**src/rtl/game_ctrl.sv**
```systemverilog
// rtl/game_ctrl.sv - T-rex runner game sequencer
//
// Purpose: derives the per-frame update strobe and 0..59 animation timer from
// vsync, debounces the jump button, ramps game speed, latches crashes from the
// collision checker, keeps score / high score and restarts the game after a
// game over with a one-cycle game_rst pulse.
//
// Ports:
//   i_clk          single clock
//   i_rst          asynchronous active-low reset, clears all state
//   i_vsync        raw frame sync (asynchronous), rising edge marks a frame
//   i_btn_jump     raw jump button (asynchronous), active-high
//   i_collision    collision level from the collision checker (synchronous)
//   o_update       one-cycle frame strobe
//   o_timer        frame counter 0..59
//   o_speed        game speed
//   o_jump         debounced jump level, forced low in OVER
//   o_crash        latched crash
//   o_game_rst     one-cycle restart pulse to downstream blocks
//   o_score        distance score
//   o_high_score   best score since reset
//   o_playing      high while PLAYING

module game_ctrl #(
  parameter int DEBOUNCE_CYCLES = 250000,
  parameter int SPEED_INIT      = 6,
  parameter int SPEED_MAX       = 13,
  parameter int ACCEL_FRAMES    = 600,
  parameter int HOLDOFF_FRAMES  = 30
) (
  input  logic        i_clk,
  input  logic        i_rst,
  input  logic        i_vsync,
  input  logic        i_btn_jump,
  input  logic        i_collision,
  output logic        o_update,
  output logic [5:0]  o_timer,
  output logic [4:0]  o_speed,
  output logic        o_jump,
  output logic        o_crash,
  output logic        o_game_rst,
  output logic [15:0] o_score,
  output logic [15:0] o_high_score,
  output logic        o_playing
);

  localparam int DB_W = $clog2(DEBOUNCE_CYCLES + 1);
  localparam int AC_W = (ACCEL_FRAMES > 1) ? $clog2(ACCEL_FRAMES) : 1;
  localparam int HO_W = (HOLDOFF_FRAMES > 0) ? $clog2(HOLDOFF_FRAMES + 1) : 1;

  localparam logic [DB_W-1:0] DB_MAX  = DB_W'(DEBOUNCE_CYCLES);
  localparam logic [AC_W-1:0] AC_LAST = AC_W'(ACCEL_FRAMES - 1);
  localparam logic [HO_W-1:0] HO_MAX  = HO_W'(HOLDOFF_FRAMES);
  localparam logic [4:0]      SP_INIT = 5'(SPEED_INIT);
  localparam logic [4:0]      SP_MAX  = 5'(SPEED_MAX);

  typedef enum logic [1:0] {
    ST_IDLE    = 2'd0,
    ST_PLAYING = 2'd1,
    ST_OVER    = 2'd2
  } state_t;

  state_t          r_state;
  state_t          w_next_state;

  logic            r_vs_s1, r_vs_s2, r_vs_d, r_tick, r_update;
  logic            r_bt_s1, r_bt_s2;
  logic            r_jump_db, r_jump_db_d;
  logic [DB_W-1:0] r_db_cnt;
  logic [5:0]      r_timer;
  logic [4:0]      r_speed;
  logic [AC_W-1:0] r_accel;
  logic [HO_W-1:0] r_holdoff;
  logic            r_crash;
  logic            r_game_rst;
  logic [15:0]     r_score;
  logic [15:0]     r_high_score;

  logic            w_jump_rise;
  logic            w_restart;
  logic            w_crash_now;
  logic [16:0]     w_score_sum;

  // Synchronizers and frame edge detect. The tick is registered so that a
  // vsync first sampled at edge k yields update in the cycle after edge k+3.
  always_ff @(posedge i_clk or negedge i_rst) begin
    if (!i_rst) begin
      r_vs_s1  <= 1'b0;
      r_vs_s2  <= 1'b0;
      r_vs_d   <= 1'b0;
      r_tick   <= 1'b0;
      r_update <= 1'b0;
      r_bt_s1  <= 1'b0;
      r_bt_s2  <= 1'b0;
    end else begin
      r_vs_s1  <= i_vsync;
      r_vs_s2  <= r_vs_s1;
      r_vs_d   <= r_vs_s2;
      r_tick   <= r_vs_s2 & ~r_vs_d;
      r_update <= r_tick;
      r_bt_s1  <= i_btn_jump;
      r_bt_s2  <= r_bt_s1;
    end
  end

  // Debounce: the counter runs only while the synced button disagrees with
  // the debounced level; once it has sat at DB_MAX the level flips.
  always_ff @(posedge i_clk or negedge i_rst) begin
    if (!i_rst) begin
      r_db_cnt    <= '0;
      r_jump_db   <= 1'b0;
      r_jump_db_d <= 1'b0;
    end else begin
      r_jump_db_d <= r_jump_db;
      if (r_bt_s2 == r_jump_db) begin
        r_db_cnt <= '0;
      end else if (r_db_cnt == DB_MAX) begin
        r_db_cnt  <= '0;
        r_jump_db <= ~r_jump_db;
      end else begin
        r_db_cnt <= r_db_cnt + 1'b1;
      end
    end
  end

  assign w_jump_rise = r_jump_db & ~r_jump_db_d;

  always_ff @(posedge i_clk or negedge i_rst) begin
    if (!i_rst) begin
      r_state <= ST_IDLE;
    end else begin
      r_state <= w_next_state;
    end
  end

  always_comb begin
    w_next_state = r_state;
    w_restart    = 1'b0;
    w_crash_now  = 1'b0;
    case (r_state)
      ST_IDLE: begin
        if (w_jump_rise) begin
          w_next_state = ST_PLAYING;
        end
      end
      ST_PLAYING: begin
        // Collision only counts on a frame strobe.
        if (r_update && i_collision) begin
          w_crash_now  = 1'b1;
          w_next_state = ST_OVER;
        end
      end
      ST_OVER: begin
        if (w_jump_rise && (r_holdoff == HO_MAX)) begin
          w_restart    = 1'b1;
          w_next_state = ST_PLAYING;
        end
      end
      default: begin
        w_next_state = ST_IDLE;
      end
    endcase
  end

  assign w_score_sum = {1'b0, r_score} + {12'd0, r_speed};

  // Frame datapath. Restart has priority over a coincident update, so the
  // restart frame is not counted.
  always_ff @(posedge i_clk or negedge i_rst) begin
    if (!i_rst) begin
      r_timer      <= '0;
      r_speed      <= SP_INIT;
      r_accel      <= '0;
      r_holdoff    <= '0;
      r_crash      <= 1'b0;
      r_game_rst   <= 1'b0;
      r_score      <= '0;
      r_high_score <= '0;
    end else begin
      r_game_rst <= w_restart;

      if (w_restart) begin
        r_timer <= '0;
        r_score <= '0;
        r_speed <= SP_INIT;
        r_accel <= '0;
        r_crash <= 1'b0;
      end else if (r_update) begin
        if (r_state != ST_OVER) begin
          r_timer <= (r_timer == 6'd59) ? 6'd0 : r_timer + 6'd1;
        end
        if (r_state == ST_PLAYING) begin
          r_score <= w_score_sum[16] ? 16'hFFFF : w_score_sum[15:0];
          if (r_accel == AC_LAST) begin
            r_accel <= '0;
            if (r_speed < SP_MAX) begin
              r_speed <= r_speed + 5'd1;
            end
          end else begin
            r_accel <= r_accel + 1'b1;
          end
        end
        // High score compares the score before this frame's increment.
        if (w_crash_now) begin
          r_crash <= 1'b1;
          if (r_score > r_high_score) begin
            r_high_score <= r_score;
          end
        end
      end

      if (w_crash_now) begin
        r_holdoff <= '0;
      end else if ((r_state == ST_OVER) && r_update && (r_holdoff != HO_MAX)) begin
        r_holdoff <= r_holdoff + 1'b1;
      end
    end
  end

  assign o_update     = r_update;
  assign o_timer      = r_timer;
  assign o_speed      = r_speed;
  assign o_jump       = r_jump_db & (r_state != ST_OVER);
  assign o_crash      = r_crash;
  assign o_game_rst   = r_game_rst;
  assign o_score      = r_score;
  assign o_high_score = r_high_score;
  assign o_playing    = (r_state == ST_PLAYING);

endmodule

```
**config.mk**
```make
export PLATFORM = sky130hd
export DESIGN_NAME = game_ctrl
export DESIGN_NICKNAME = d
export VERILOG_FILES = /design/src/rtl/game_ctrl.sv
export SDC_FILE = /design/constraint.sdc
export NUM_CORES = 1
export LEC_CHECK = 0
export ABC_AREA = 1
export CAP_MARGIN = 20
export CORE_UTILIZATION = 46
export CTS_BUF_LIST = sky130_fd_sc_hd__clkbuf_16
export CTS_CLUSTER_DIAMETER = 150
export CTS_CLUSTER_SIZE = 28
export DETAILED_ROUTE_END_ITERATION = 8
export GPL_ROUTABILITY_DRIVEN = 0
export HOLD_SLACK_MARGIN = 0.08
export PLACE_DENSITY = 0.75
export SETUP_SLACK_MARGIN = 0.02
export SYNTH_ARGS = -nofsm -noshare
export SYNTH_HDL_FRONTEND = slang
export SYNTH_SLANG_ARGS = --single-unit
```
**constraint.sdc**
```tcl
create_clock -name i_clk -period 2.03 [get_ports i_clk]
set_input_delay 0.406 -clock i_clk [delete_from_list [all_inputs] [get_ports i_clk]]
set_output_delay 0.406 -clock i_clk [all_outputs]
set_load 0.02 [all_outputs]
```
==> flow_summary.html <==
<table>
<tr><th>Metric</th><th>Value</th></tr>
<tr><th colspan="2">Logic synthesis</th></tr>
<tr><td>Portion of netlist area occupied by mux cells</td><td>0%</td></tr>
<tr><td>Synth warn</td><td>0</td></tr>
<tr><td>Fraction of the mapped netlist area in adder cells</td><td>7.176%</td></tr>
<tr><td>Fraction of synthesized cell area in xor and xnor cells</td><td>2.715%</td></tr>
<tr><td>Syn Nets</td><td>728</td></tr>
<tr><td>Synthesized instance count</td><td>694</td></tr>
<tr><td>Average cell area after synthesis</td><td>7.437 µm²</td></tr>
<tr><td>Unique cell type count in the Yosys netlist</td><td>35</td></tr>
<tr><td>Register area share after synthesis</td><td>43.20%</td></tr>
<tr><td>Synth Area in Simple Gates</td><td>32.80%</td></tr>
<tr><td>FF+latch count, synth</td><td>89</td></tr>
<tr><td>Largest family of logic cells by synthesized area</td><td>simple AND/OR/NAND/NOR gates</td></tr>
<tr><td>Compound-gate portion of the synthesized area</td><td>6.424%</td></tr>
<tr><td>Cell area after technology mapping</td><td>0.005161 mm²</td></tr>
<tr><th colspan="2">Hold path</th></tr>
<tr><td>Worst hold path type</td><td>flip-flop to flip-flop</td></tr>
<tr><td>Worst min-delay path endpoint</td><td>r_bt_s2</td></tr>
<tr><td>Hold Crit Depth</td><td>0</td></tr>
<tr><td>HP Start</td><td>r_bt_s1</td></tr>
<tr><th colspan="2">Timing</th></tr>
<tr><td>Setup repair after global routing missed its margin</td><td>false</td></tr>
<tr><td>Actual transition at the worst max-transition pin</td><td>421.4 ps</td></tr>
<tr><td>Final Max Tran Viols</td><td>0</td></tr>
<tr><td>Final count of negative-setup-slack endpoints</td><td>0</td></tr>
<tr><td>Worst max-slew margin expressed relative to the limit</td><td>71.69%</td></tr>
<tr><td>Time the final worst path needs with I/O delays and setup</td><td>1973 ps</td></tr>
<tr><td>Achievable Freq</td><td>506.8 MHz</td></tr>
<tr><td>Worst clock skew on the final layout</td><td>7.565 ps</td></tr>
<tr><td>Final period util</td><td>97.19%</td></tr>
<tr><td>Summed negative setup slack over all endpoints</td><td>0 ps</td></tr>
<tr><td>Smallest hold slack</td><td>350.2 ps</td></tr>
<tr><td>Number of endpoints with negative hold slack in the final report</td><td>0</td></tr>
<tr><th colspan="2">Clock tree</th></tr>
<tr><td>Clock tree from TritonCTS</td><td>yes</td></tr>
<tr><td>Clock Latency Late Sink</td><td>340 ps</td></tr>
<tr><td>CTS clock-pin slew for the worst setup and hold paths</td><td>60 ps</td></tr>
<tr><td>Number of buffers inserted by post-CTS setup repair</td><td>0</td></tr>
<tr><td>Root buffer selected by CTS</td><td>clkbuf_16</td></tr>
<tr><td>Number of H-tree levels</td><td>3</td></tr>
<tr><td>Number of clock sinks</td><td>89</td></tr>
<tr><td>Clock Tree Buf Depth</td><td>2</td></tr>
<tr><td>Clock buffers created by TritonCTS</td><td>9</td></tr>
<tr><th colspan="2">Global routing</th></tr>
<tr><td>Wire length of the first global-routing pass</td><td>20570 µm</td></tr>
<tr><td>GRT Util Overall</td><td>22.41%</td></tr>
<tr><td>Via count of the first global-routing pass</td><td>4684</td></tr>
<tr><td>Global route total overflow</td><td>0</td></tr>
<tr><td>Antenna violations before repair</td><td>0</td></tr>
<tr><td>Maximum number of pins on one net before global-route repair</td><td>38</td></tr>
<tr><th colspan="2">Routing</th></tr>
<tr><td>Detail-routed net length per standard cell</td><td>12.86 µm</td></tr>
<tr><td>M1 wire length</td><td>5139 µm</td></tr>
<tr><td>Total detailed-routing wirelength</td><td>11750 µm</td></tr>
<tr><td>Initial drt markers</td><td>314</td></tr>
<tr><td>Post-detailed-route count of antenna-violating nets</td><td>0</td></tr>
<tr><td>Top layer used by detailed routing</td><td>met4</td></tr>
<tr><td>Wire length on met3</td><td>654 µm</td></tr>
<tr><td>Vias after detailed routing</td><td>4796</td></tr>
<tr><td>Vias/cell</td><td>5.247</td></tr>
<tr><td>Detailed-routed wire length on met2</td><td>5812 µm</td></tr>
<tr><td>Number of optimization iterations in the first detailed-route pass</td><td>5</td></tr>
<tr><td>DRC errors left</td><td>0</td></tr>
<tr><th colspan="2">Final layout</th></tr>
<tr><td>Fraction of the core area covered by cells at the end of the flow</td><td>57.73%</td></tr>
<tr><td>Net count reported at finish</td><td>803</td></tr>
<tr><td>Cell area after layout</td><td>0.006286 mm²</td></tr>
<tr><td>Number of inserted diodes</td><td>0</td></tr>
<tr><td>Layout Area Growth over Synthesis</td><td>21.79%</td></tr>
<tr><td>Ratio of cells with drive above 1 in the final layout</td><td>8.140%</td></tr>
<tr><td>Filler cells</td><td>995</td></tr>
<tr><th colspan="2">Critical path</th></tr>
<tr><td>FF-to-FF Start</td><td>o_speed[0]</td></tr>
<tr><td>CP endpoint kind</td><td>output pin</td></tr>
<tr><td>Slowest Stage Delay on Critical Path</td><td>620 ps</td></tr>
<tr><td>Gate family responsible for the most delay along the worst path</td><td>buffers and inverters</td></tr>
<tr><td>Crit path buffers/inverters</td><td>1</td></tr>
<tr><td>Type of the worst setup path</td><td>flip-flop to output pin</td></tr>
<tr><td>Data required time at the worst endpoint</td><td>1620 ps</td></tr>
<tr><td>Worst reg2reg path endpoint</td><td>o_score[8]</td></tr>
<tr><td>Worst-case reg-to-reg path depth</td><td>11</td></tr>
<tr><td>Crit path DAT</td><td>1570 ps</td></tr>
<tr><td>Top fanout value on the critical path</td><td>7</td></tr>
<tr><td>Critical-path cell with the highest stage delay</td><td>clkdlybuf4s50_1</td></tr>
<tr><td>Critical path startpoint category</td><td>flip-flop</td></tr>
<tr><td>Register-to-register setup slack</td><td>140 ps</td></tr>
<tr><td>Series of cell instances along the critical path</td><td>clkdlybuf4s50_1</td></tr>
<tr><th colspan="2">Place</th></tr>
<tr><td>Placed wire-length estimate</td><td>8831 µm</td></tr>
<tr><td>I/O Buffers</td><td>52</td></tr>
<tr><td>Post-place instance area</td><td>0.005976 mm²</td></tr>
<tr><th colspan="2">Pwr</th></tr>
<tr><td>Leak pwr</td><td>3.189 nW</td></tr>
<tr><td>Peak supply drop</td><td>0.4972 mV</td></tr>
<tr><td>Pwr Density</td><td>588.6 mW/mm²</td></tr>
<tr><th colspan="2">Floorplan</th></tr>
<tr><td>Top Ports</td><td>53</td></tr>
<tr><td>FP Rows</td><td>38</td></tr>
<tr><td>Area enclosed by the die boundary</td><td>0.01165 mm²</td></tr>
<tr><td>Std-Cell Core Area</td><td>0.01089 mm²</td></tr>
<tr><td>Horizontal extent of the die</td><td>107.9 µm</td></tr>
<tr><td>Initial Utilization</td><td>47.40%</td></tr>
<tr><td>Vertical die dimension</td><td>107.9 µm</td></tr>
<tr><th colspan="2">Job</th></tr>
<tr><td>Max-cap violations</td><td>0</td></tr>
<tr><th colspan="2">Status</th></tr>
<tr><td>Run status</td><td>finished clean</td></tr>
</table>
## cells in the mapped netlist (all sizes together)
master    n  area (µm²)
nor2     69       287.8
nor4      1       6.260
nand3    72       360.4
a21oi    28       140.1
a21o      2       15.01
nor3     16       85.08
a22oi     2       15.01
fa        1       20.02
clkinv    1       5.000
xor2     12       105.1
a31oi     1       6.260
ha       28       350.3
o21ai    22       113.9
buf       9       50.04
dfstp     2       52.55
clkbuf    2       7.510
o211ai    2       15.01
nand4    10       62.56
xnor2     4       35.03
dfrtp    87        2177
nand3b    2       15.01
o22ai     3       18.77
nand2   228       875.8
o21bai    1       7.510
inv      89       334.1
## per-stage QoR
stage / total power [mW] / cells / setup slack [ps]
2_1_floorplan: 2.016 / 694 / 24.97
3_3_place_gp: 2.093 / 897 / 73.61
3_5_place_dp: 2.107 / 897 / 57.98
4_1_cts: 3.732 / 914 / 35.14
5_1_grt: 3.841 / 914 / 18.82
6_report: 3.700 / 914 / 56.98
## final cells by class
cell class	instances	area [µm²]	share of cell area (%)
sequential	89	2231	35.49
clock inverter	7	61.31	0.9753
timing repair buffer	75	706.9	11.25
tap	140	175.2	2.787
multi-input combinational	504	2547	40.53
clock buffer	9	225.2	3.583
inverter	90	339.1	5.394
## layout by cell type, fill, tap and decap left out, types with 10 or more instances in the layout
cell type        instances
nor3_1                  15
a21oi_1                 28
xor2_1                  12
inv_1                   80
nand3_1                 72
dfrtp_1                 86
clkdlybuf4s50_1         49
o21ai_1                 12
buf_4                   22
nor2_1                  65
nand2_1                222
ha_1                    28
nand4_1                 10
## registers in the layout, summed over array words and instances (netlist names), 2 cells and up
register and count:
o_speed 5, o_score 16, r_state 2, o_high_score 16
r_accel 10, r_db_cnt 18, o_timer 6, r_holdoff 5
## logic make-up after synthesis
| kind of cell | after synthesis |
|---|---|
| and+or+nand+nor | 398 |
| buffers and inverters | 101 |
| DFF | 89 |
| AOI/OAI and AO/OA | 61 |
| xor gates and xnor gates | 16 |
| adders and majority gates | 29 |
## per-layer routing
| metal | up-vias | track usage [%] |
|---|---|---|
| met3 | 18 | 4.540 |
| li1 | 2374 | - |
| met4 | 0 | 8.708 |
| met2 | 166 | 39.10 |
| met1 | 2238 | 27.11 |
| met5 | - | 0 |
## timing repair
item / CTS / global route
gates cloned: 0 / 0
hold endpoints to repair: 22 / 0
hold buffers: 1 / 0
resized for setup: 1 / 5
endpoints found under the setup margin: 1 / 30
## where the power goes
part	internal (mW)	total [mW]	switching, mW
Sequential	1.83	1.88	0.0516
Clock	0.941	1.63	0.686
Combinational	0.0691	0.190	0.121
## worst register-to-register path: cells and delay by family, from the launching register on
kind          cells  cell delay (ps)
fa+ha+maj         2              590
buf+inv           1              150
flops             1              410
simple gates      8              660
## worst max-delay path by stage
| stage | slack, ps | start | to | cells past startpoint |
|---|---|---|---|---|
| after global routing | 20 | r_holdoff[0] | o_score[12] | 9 |
| after floorplan | 20 | o_score[0] | o_score[10] | 11 |
| final | 60 | o_speed[2] | o_speed[2] | 1 |
| after global placement | 70 | o_speed[0] | o_score[10] | 10 |
| after CTS | 40 | o_speed[1] | o_speed[1] | 1 |
| after detailed placement | 60 | o_speed[0] | o_score[10] | 10 |
No activity file was read; power rests on OpenSTA's default activity.
